## src/rtl/guarded_fifo_pkg.sv

```systemverilog
// rtl/guarded_fifo_pkg.sv - shared widths, defaults and sizing helpers for guarded_fifo_n
package guarded_fifo_pkg;

    localparam int DEFAULT_WIDTH = 32;
    localparam int DEFAULT_DEPTH = 4;

    // Pointer width: enough bits to index DEPTH entries (DEPTH is a power of two)
    function automatic int ptr_width(input int depth);
        return (depth > 1) ? $clog2(depth) : 1;
    endfunction

    // Count width: must represent 0..DEPTH inclusive
    function automatic int cnt_width(input int depth);
        return $clog2(depth + 1);
    endfunction

endpackage

```

## src/rtl/guarded_fifo_n_if.sv

```systemverilog
// rtl/guarded_fifo_n_if.sv - enqueue/dequeue method bundle; clear method present only with GUARDED_FIFO_CLEAR_EN
interface guarded_fifo_n_if #(
    parameter int WIDTH = guarded_fifo_pkg::DEFAULT_WIDTH,
    parameter int DEPTH = guarded_fifo_pkg::DEFAULT_DEPTH
) ();
    localparam int CW = guarded_fifo_pkg::cnt_width(DEPTH);

    logic             in_enq__ENA;
    logic [WIDTH-1:0] in_enq_v;
    logic             in_enq__RDY;
    logic             out_deq__ENA;
    logic             out_deq__RDY;
    logic [WIDTH-1:0] out_first;
    logic             out_first__RDY;
    logic [CW-1:0]    out_count;
`ifdef GUARDED_FIFO_CLEAR_EN
    logic             clear__ENA;
    logic             clear__RDY;
`endif

    // FIFO side
    modport slave (
        input  in_enq__ENA, in_enq_v, out_deq__ENA,
`ifdef GUARDED_FIFO_CLEAR_EN
        input  clear__ENA,
        output clear__RDY,
`endif
        output in_enq__RDY, out_deq__RDY, out_first, out_first__RDY, out_count
    );

    // Caller side
    modport master (
        output in_enq__ENA, in_enq_v, out_deq__ENA,
`ifdef GUARDED_FIFO_CLEAR_EN
        output clear__ENA,
        input  clear__RDY,
`endif
        input  in_enq__RDY, out_deq__RDY, out_first, out_first__RDY, out_count
    );

endinterface

```

## src/rtl/guarded_fifo_mem.sv

```systemverilog
// rtl/guarded_fifo_mem.sv - DEPTH x WIDTH register array, one sync write port, one async read port
module guarded_fifo_mem #(
    parameter int WIDTH = 32,
    parameter int DEPTH = 4,
    parameter int AW    = 2
) (
    input  logic             clk,
    input  logic             we,
    input  logic [AW-1:0]    waddr,
    input  logic [WIDTH-1:0] wdata,
    input  logic [AW-1:0]    raddr,
    output logic [WIDTH-1:0] rdata
);

    logic [WIDTH-1:0] mem_q [DEPTH];
    logic [WIDTH-1:0] mem_d [DEPTH];

    // Next array contents: only the addressed entry changes on a write
    always_comb begin
        mem_d = mem_q;
        if (we) begin
            mem_d[waddr] = wdata;
        end
    end

    // Storage is deliberately not reset; validity is tracked by the count
    always_ff @(posedge clk) begin
        mem_q <= mem_d;
    end

    assign rdata = mem_q[raddr];

endmodule

```

## src/rtl/guarded_fifo_n.sv

```systemverilog
// rtl/guarded_fifo_n.sv - guarded FIFO with ENA/RDY methods; optional clear method under GUARDED_FIFO_CLEAR_EN
module guarded_fifo_n
    import guarded_fifo_pkg::*;
#(
    parameter int WIDTH = DEFAULT_WIDTH,
    parameter int DEPTH = DEFAULT_DEPTH
) (
    input  logic            CLK,
    input  logic            RST,
    guarded_fifo_n_if.slave io
);

    localparam int AW = ptr_width(DEPTH);
    localparam int CW = cnt_width(DEPTH);

    logic [AW-1:0] rd_ptr_q, rd_ptr_d;
    logic [AW-1:0] wr_ptr_q, wr_ptr_d;
    logic [CW-1:0] count_q,  count_d;

    logic enq_rdy, deq_rdy, do_enq, do_deq, do_clear;

    // Method guards come from registered state only, never from any ENA.
    //   in_enq   guard: count != DEPTH ; reads wr_ptr, count ; writes mem[wr_ptr], wr_ptr, count
    //   out_deq  guard: count != 0     ; reads rd_ptr, count ; writes rd_ptr, count
    //   out_first guard: count != 0    ; reads mem[rd_ptr]   ; writes nothing
    //   clear    guard: always ready   ; reads nothing       ; writes rd_ptr, wr_ptr, count
    assign enq_rdy = (count_q != CW'(DEPTH));
    assign deq_rdy = (count_q != '0);

`ifdef GUARDED_FIFO_CLEAR_EN
    assign io.clear__RDY = 1'b1;
    assign do_clear      = io.clear__ENA;
`else
    assign do_clear      = 1'b0;
`endif

    // Clear wins over both methods, so a cleared cycle also suppresses the storage write
    assign do_enq = io.in_enq__ENA  && enq_rdy && !do_clear;
    assign do_deq = io.out_deq__ENA && deq_rdy && !do_clear;

    // Next-state for pointers and occupancy
    always_comb begin
        rd_ptr_d = rd_ptr_q;
        wr_ptr_d = wr_ptr_q;
        count_d  = count_q;
        if (do_clear) begin
            rd_ptr_d = '0;
            wr_ptr_d = '0;
            count_d  = '0;
        end else begin
            if (do_enq) begin
                wr_ptr_d = wr_ptr_q + AW'(1);
            end
            if (do_deq) begin
                rd_ptr_d = rd_ptr_q + AW'(1);
            end
            case ({do_enq, do_deq})
                2'b10:   count_d = count_q + CW'(1);
                2'b01:   count_d = count_q - CW'(1);
                default: count_d = count_q;
            endcase
        end
    end

    // State registers; reset empties the FIFO regardless of concurrent requests
    always_ff @(posedge CLK) begin
        if (RST) begin
            rd_ptr_q <= '0;
            wr_ptr_q <= '0;
            count_q  <= '0;
        end else begin
            rd_ptr_q <= rd_ptr_d;
            wr_ptr_q <= wr_ptr_d;
            count_q  <= count_d;
        end
    end

    guarded_fifo_mem #(
        .WIDTH (WIDTH),
        .DEPTH (DEPTH),
        .AW    (AW)
    ) u_mem (
        .clk   (CLK),
        .we    (do_enq),
        .waddr (wr_ptr_q),
        .wdata (io.in_enq_v),
        .raddr (rd_ptr_q),
        .rdata (io.out_first)
    );

    assign io.in_enq__RDY    = enq_rdy;
    assign io.out_deq__RDY   = deq_rdy;
    assign io.out_first__RDY = deq_rdy;
    assign io.out_count      = count_q;

endmodule

```

## src/flat_wrapper.sv

```systemverilog
// flat-port wrapper written by rule: the top's interface ports become plain ports
module guarded_fifo_n_flat import guarded_fifo_pkg::*;
#(
    parameter int WIDTH = DEFAULT_WIDTH,
    parameter int DEPTH = DEFAULT_DEPTH
)
  (CLK, RST, io_in_enq__ENA, io_in_enq_v, io_out_deq__ENA, io_in_enq__RDY, io_out_deq__RDY, io_out_first, io_out_first__RDY, io_out_count);
  guarded_fifo_n_if #(.WIDTH(WIDTH), .DEPTH(DEPTH)) io_i ();
  input  logic CLK;
  input  logic RST;
  input wire logic [$bits(io_i.in_enq__ENA)-1:0] io_in_enq__ENA;
  input wire logic [$bits(io_i.in_enq_v)-1:0] io_in_enq_v;
  input wire logic [$bits(io_i.out_deq__ENA)-1:0] io_out_deq__ENA;
  output wire logic [$bits(io_i.in_enq__RDY)-1:0] io_in_enq__RDY;
  output wire logic [$bits(io_i.out_deq__RDY)-1:0] io_out_deq__RDY;
  output wire logic [$bits(io_i.out_first)-1:0] io_out_first;
  output wire logic [$bits(io_i.out_first__RDY)-1:0] io_out_first__RDY;
  output wire logic [$bits(io_i.out_count)-1:0] io_out_count;
  assign io_i.in_enq__ENA = io_in_enq__ENA;
  assign io_i.in_enq_v = io_in_enq_v;
  assign io_i.out_deq__ENA = io_out_deq__ENA;
  assign io_in_enq__RDY = io_i.in_enq__RDY;
  assign io_out_deq__RDY = io_i.out_deq__RDY;
  assign io_out_first = io_i.out_first;
  assign io_out_first__RDY = io_i.out_first__RDY;
  assign io_out_count = io_i.out_count;
  guarded_fifo_n #(.WIDTH(WIDTH), .DEPTH(DEPTH)) u_core (.CLK(CLK), .RST(RST), .io(io_i));
endmodule
```

## config.mk

```make
export PLATFORM = sky130hd
export DESIGN_NAME = guarded_fifo_n_flat
export DESIGN_NICKNAME = d
export VERILOG_FILES = /design/src/rtl/guarded_fifo_pkg.sv /design/src/rtl/guarded_fifo_n_if.sv /design/src/rtl/guarded_fifo_mem.sv /design/src/rtl/guarded_fifo_n.sv /design/src/flat_wrapper.sv
export SDC_FILE = /design/constraint.sdc
export NUM_CORES = 1
export LEC_CHECK = 0
export CAP_MARGIN = 5
export CELL_PAD_IN_SITES_DETAIL_PLACEMENT = 0
export CELL_PAD_IN_SITES_GLOBAL_PLACEMENT = 2
export CORE_MARGIN = 2
export CORE_UTILIZATION = 24
export DETAILED_ROUTE_END_ITERATION = 6
export HOLD_SLACK_MARGIN = 0.15
export PLACE_DENSITY = 0.6
export SLEW_MARGIN = 20
export SYNTH_ARGS = -nofsm -noshare
export SYNTH_HDL_FRONTEND = slang
export SYNTH_SLANG_ARGS = --single-unit
export TNS_END_PERCENT = 100
```

## constraint.sdc

```tcl
create_clock -name CLK -period 2.1 [get_ports CLK]
set_clock_uncertainty 0.15 [all_clocks]
set_input_delay 0.42 -clock CLK [delete_from_list [all_inputs] [get_ports CLK]]
set_output_delay 0.42 -clock CLK [all_outputs]
set_load 0.05 [all_outputs]
```

==> qor.csv <==
metric;value;unit
status;finished, violations left;
failing checks;setup timing;
Vias;2479;
syn_nets;260;
Worst VDD drop;0.7414;mV
min Tclk post-route;2292;ps
H-Tree Level Count;4;
crit path launch type;register;
Distinct cells, synth;27;
final WL;10220;um
Die Span Y;149.9;um
CTS root buf;clkbuf_16;
GR Util All Layers;9.780;%
CP arrival;1720;ps
CP endpoint kind;primary output;
hpwl dp;6252;um
Avg Synthesized Cell Area;23.44;um2
CP peak stage delay;540;ps
initial drt markers;114;
Routed WL per cell;16.76;um
CP max stage cell;mux4_2;
port buffer count;73;
reg-to-reg slack, setup;140;ps
top cells by instance count after synthesis;128 x edfxtp_1, 28 x mux4_2, 8 x nor2_1;
initial antenna violation count;0;
Synth Warn #;0;
CP startpoint;u_core.rd_ptr_q[0]$_SDFFE_PP0P_;
CP Data Required Time;1530;ps
ANT nets after route;0;
TritonCTS Buffers;17;
I/O Pins;74;
Vias/cell;4.064;
Syn-to-layout area delta;38.74;%
Final Setup Violations;32;
Tcrit/Tclk final;109.1;%
largest net degree at the start of global routing;21;
Post-synth ARST share;0;%
nets;364;
die width;149.9;um
number of enable flip-flop cells after synthesis;128;
DRT Pass-1 Iters;3;
Mapped Cells;218;
row cnt;53;
FF-to-FF Start;u_core.io.out_count[0]$_SDFFE_PP0P_;
area leader, netlist;edfxtp_1;
CP bufs+invs;2;
GRT overflow;0;
Core Area;20960;um2
Fin Hold WS;391.5;ps
cells along the critical path;buf_12 > mux4_2 > buf_6;
#FFs+latches synth;135;
Max Slew Vio Count;0;
Leak;2.351;nW
placed instance count;575;
Hold Crit Start;u_core.wr_ptr_q[1]$_SDFFE_PP0P_;
WS Path Type;reg -> out;
Initial Util;24.39;%
most common cell in the netlist;edfxtp_1;
MaxCap Viol Count;0;
Final Hold Viols;0;
Yosys top cell area share;75.22;%
Worst-Skew Late Latency;410;ps
post-route insts no fill;610;
DRC errors left;0;
Worst-path clk slew;60;ps
Area contributors post-synth;edfxtp_1 75%, mux4_2 12%, dfxtp_1 2.7%;
sequential area share after synthesis;77.96;%
layout cells sized above 1;40.00;%
setup TNS;-5291;ps
Largest delay share family, worst path;multiplexers;
worst slew pin tran;423.0;ps
CP max FO;10;
total design power;10.12;mW
mapped cell area;5110;um2
Fill cells;2032;
RSZ-0062 raised after global routing;true;
first-pass GRT wire length;15590;um
slew margin rel.;71.44;%
Pwr Density;1428;nW/um2
HP Class;reg -> reg;
predominant post-synthesis flop cell;edfxtp_1;
die area;22470;um2
CTS Sinks;135;
GPL Wtd Cong;0.6660;
Fmax;436.3;MHz
# diodes;0;
PnR worst setup slack;-192.0;ps
CTS tree;done;
maximum root-to-sink buffer count;2;
vias in the first global route;2720;
-- metal layers --
| layer | vias up | global-route usage, % | wire length, um |
|---|---|---|---|
| li1 | 1109 | - | - |
| met1 | 1302 | 12.08 | 4573 |
| met2 | 58 | 15.43 | 5010 |
| met3 | 10 | 4.116 | 521 |
| met4 | 0 | 3.396 | 118 |
| met5 | - | 0 | 0 |
-- logic make-up (layout without fill, tap and decap cells) --
family                     Yosys count  after routing  share of synthesized area (%)
buffers and inverters               16            133                          2.424
AOI/OAI and AO/OA                    6              6                         0.8570
and+or+nand+nor                     17             17                          1.640
adders and majority gates            6              6                          1.616
muxes                               34             34                          14.81
xor gates and xnor gates             4              4                         0.6857
DFF                                135            135                          77.96
-- final timing paths --
| check | to | cells past startpoint |
|---|---|---|
| min reg2reg | u_core.wr_ptr_q[1]$_SDFFE_PP0P_ | 2 |
| max | io_out_first[6] | 3 |
| min | u_core.wr_ptr_q[1]$_SDFFE_PP0P_ | 2 |
| max reg2reg | u_core.io.out_count[2]$_SDFFE_PP0P_ | 9 |
-- what timing repair did --
item | CTS | global route
gates resized for setup | 33 | 13
gates cloned | 2 | 0
setup buffers | 2 | 1
hold buffers | 0 | 0
setup endpoints to repair | 32 | 33
pin swaps | 0 | 1
hold endpoints to repair | 0 | 0
-- report_power, final --
| part | total [mW] | switching (mW) | internal (mW) | leakage [nW] |
|---|---|---|---|---|
| registers | 3.39 | 0.129 | 3.26 | 1.24 |
| logic | 3.56 | 2.05 | 1.51 | 0.814 |
| clock network | 3.17 | 1.08 | 2.09 | 0.303 |
| total | 10.1 | 3.26 | 6.86 | 2.35 |
-- layout make-up --
class                           count  area [um2]  area share [%]
Timing Repair Buffer               95        1087           15.34
Sequential cell                   135        3998           56.39
Clock inverter                     14       203.9           2.877
Inverter                            6       22.52          0.3177
Tap cell                          275       344.1           4.854
Multi-Input combinational cell     67        1005           14.17
Clock buffer                       18       429.2           6.054
-- metrics by stage --
step	cell area (um2)	setup WS, ps	util (%)
2_1_floorplan	5126	3.682	-
4_1_cts	7088	-315.1	33.82
3_3_place_gp	6275	-353.0	29.94
3_5_place_dp	6275	-388.2	29.94
5_1_grt	7089	-279.4	33.83
6_report	7089	-192.0	33.83
-- registers in the layout, summed over array words and instances, names as in the netlist --
signal               count
u_core.io.out_count      3
u_core.rd_ptr_q          2
u_core.u_mem.mem_q     128
u_core.wr_ptr_q          2
-- layout by cell type, fill, tap and decap left out, drive strengths merged --
cell	n
nand2b	2
clkinvlp	2
bufinv	5
mux4	32
xnor2	1
nor2	8
edfxtp	128
ha	5
nand2	1
buf	60
xor2	3
dfxtp	7
mux2i	1
clkdlybuf4s50	35
o21ai	1
clkinv	6
inv	7
o31a	1
a21boi	1
o311ai	1
or3	2
and2	4
clkbuf	18
a21oi	2
mux2	1
fa	1
-- worst register-to-register path, delay by kind of cell, from the launching register on --
| kind | cells | cell delay, ps |
|---|---|---|
| adders and majority gates | 2 | 490 |
| DFF | 1 | 370 |
| and+or+nand+nor | 2 | 420 |
| buffers and inverters | 2 | 110 |
| AOI/OAI and AO/OA | 2 | 200 |
| xor gates and xnor gates | 1 | 150 |
No activity file was read; power rests on OpenSTA's default activity.
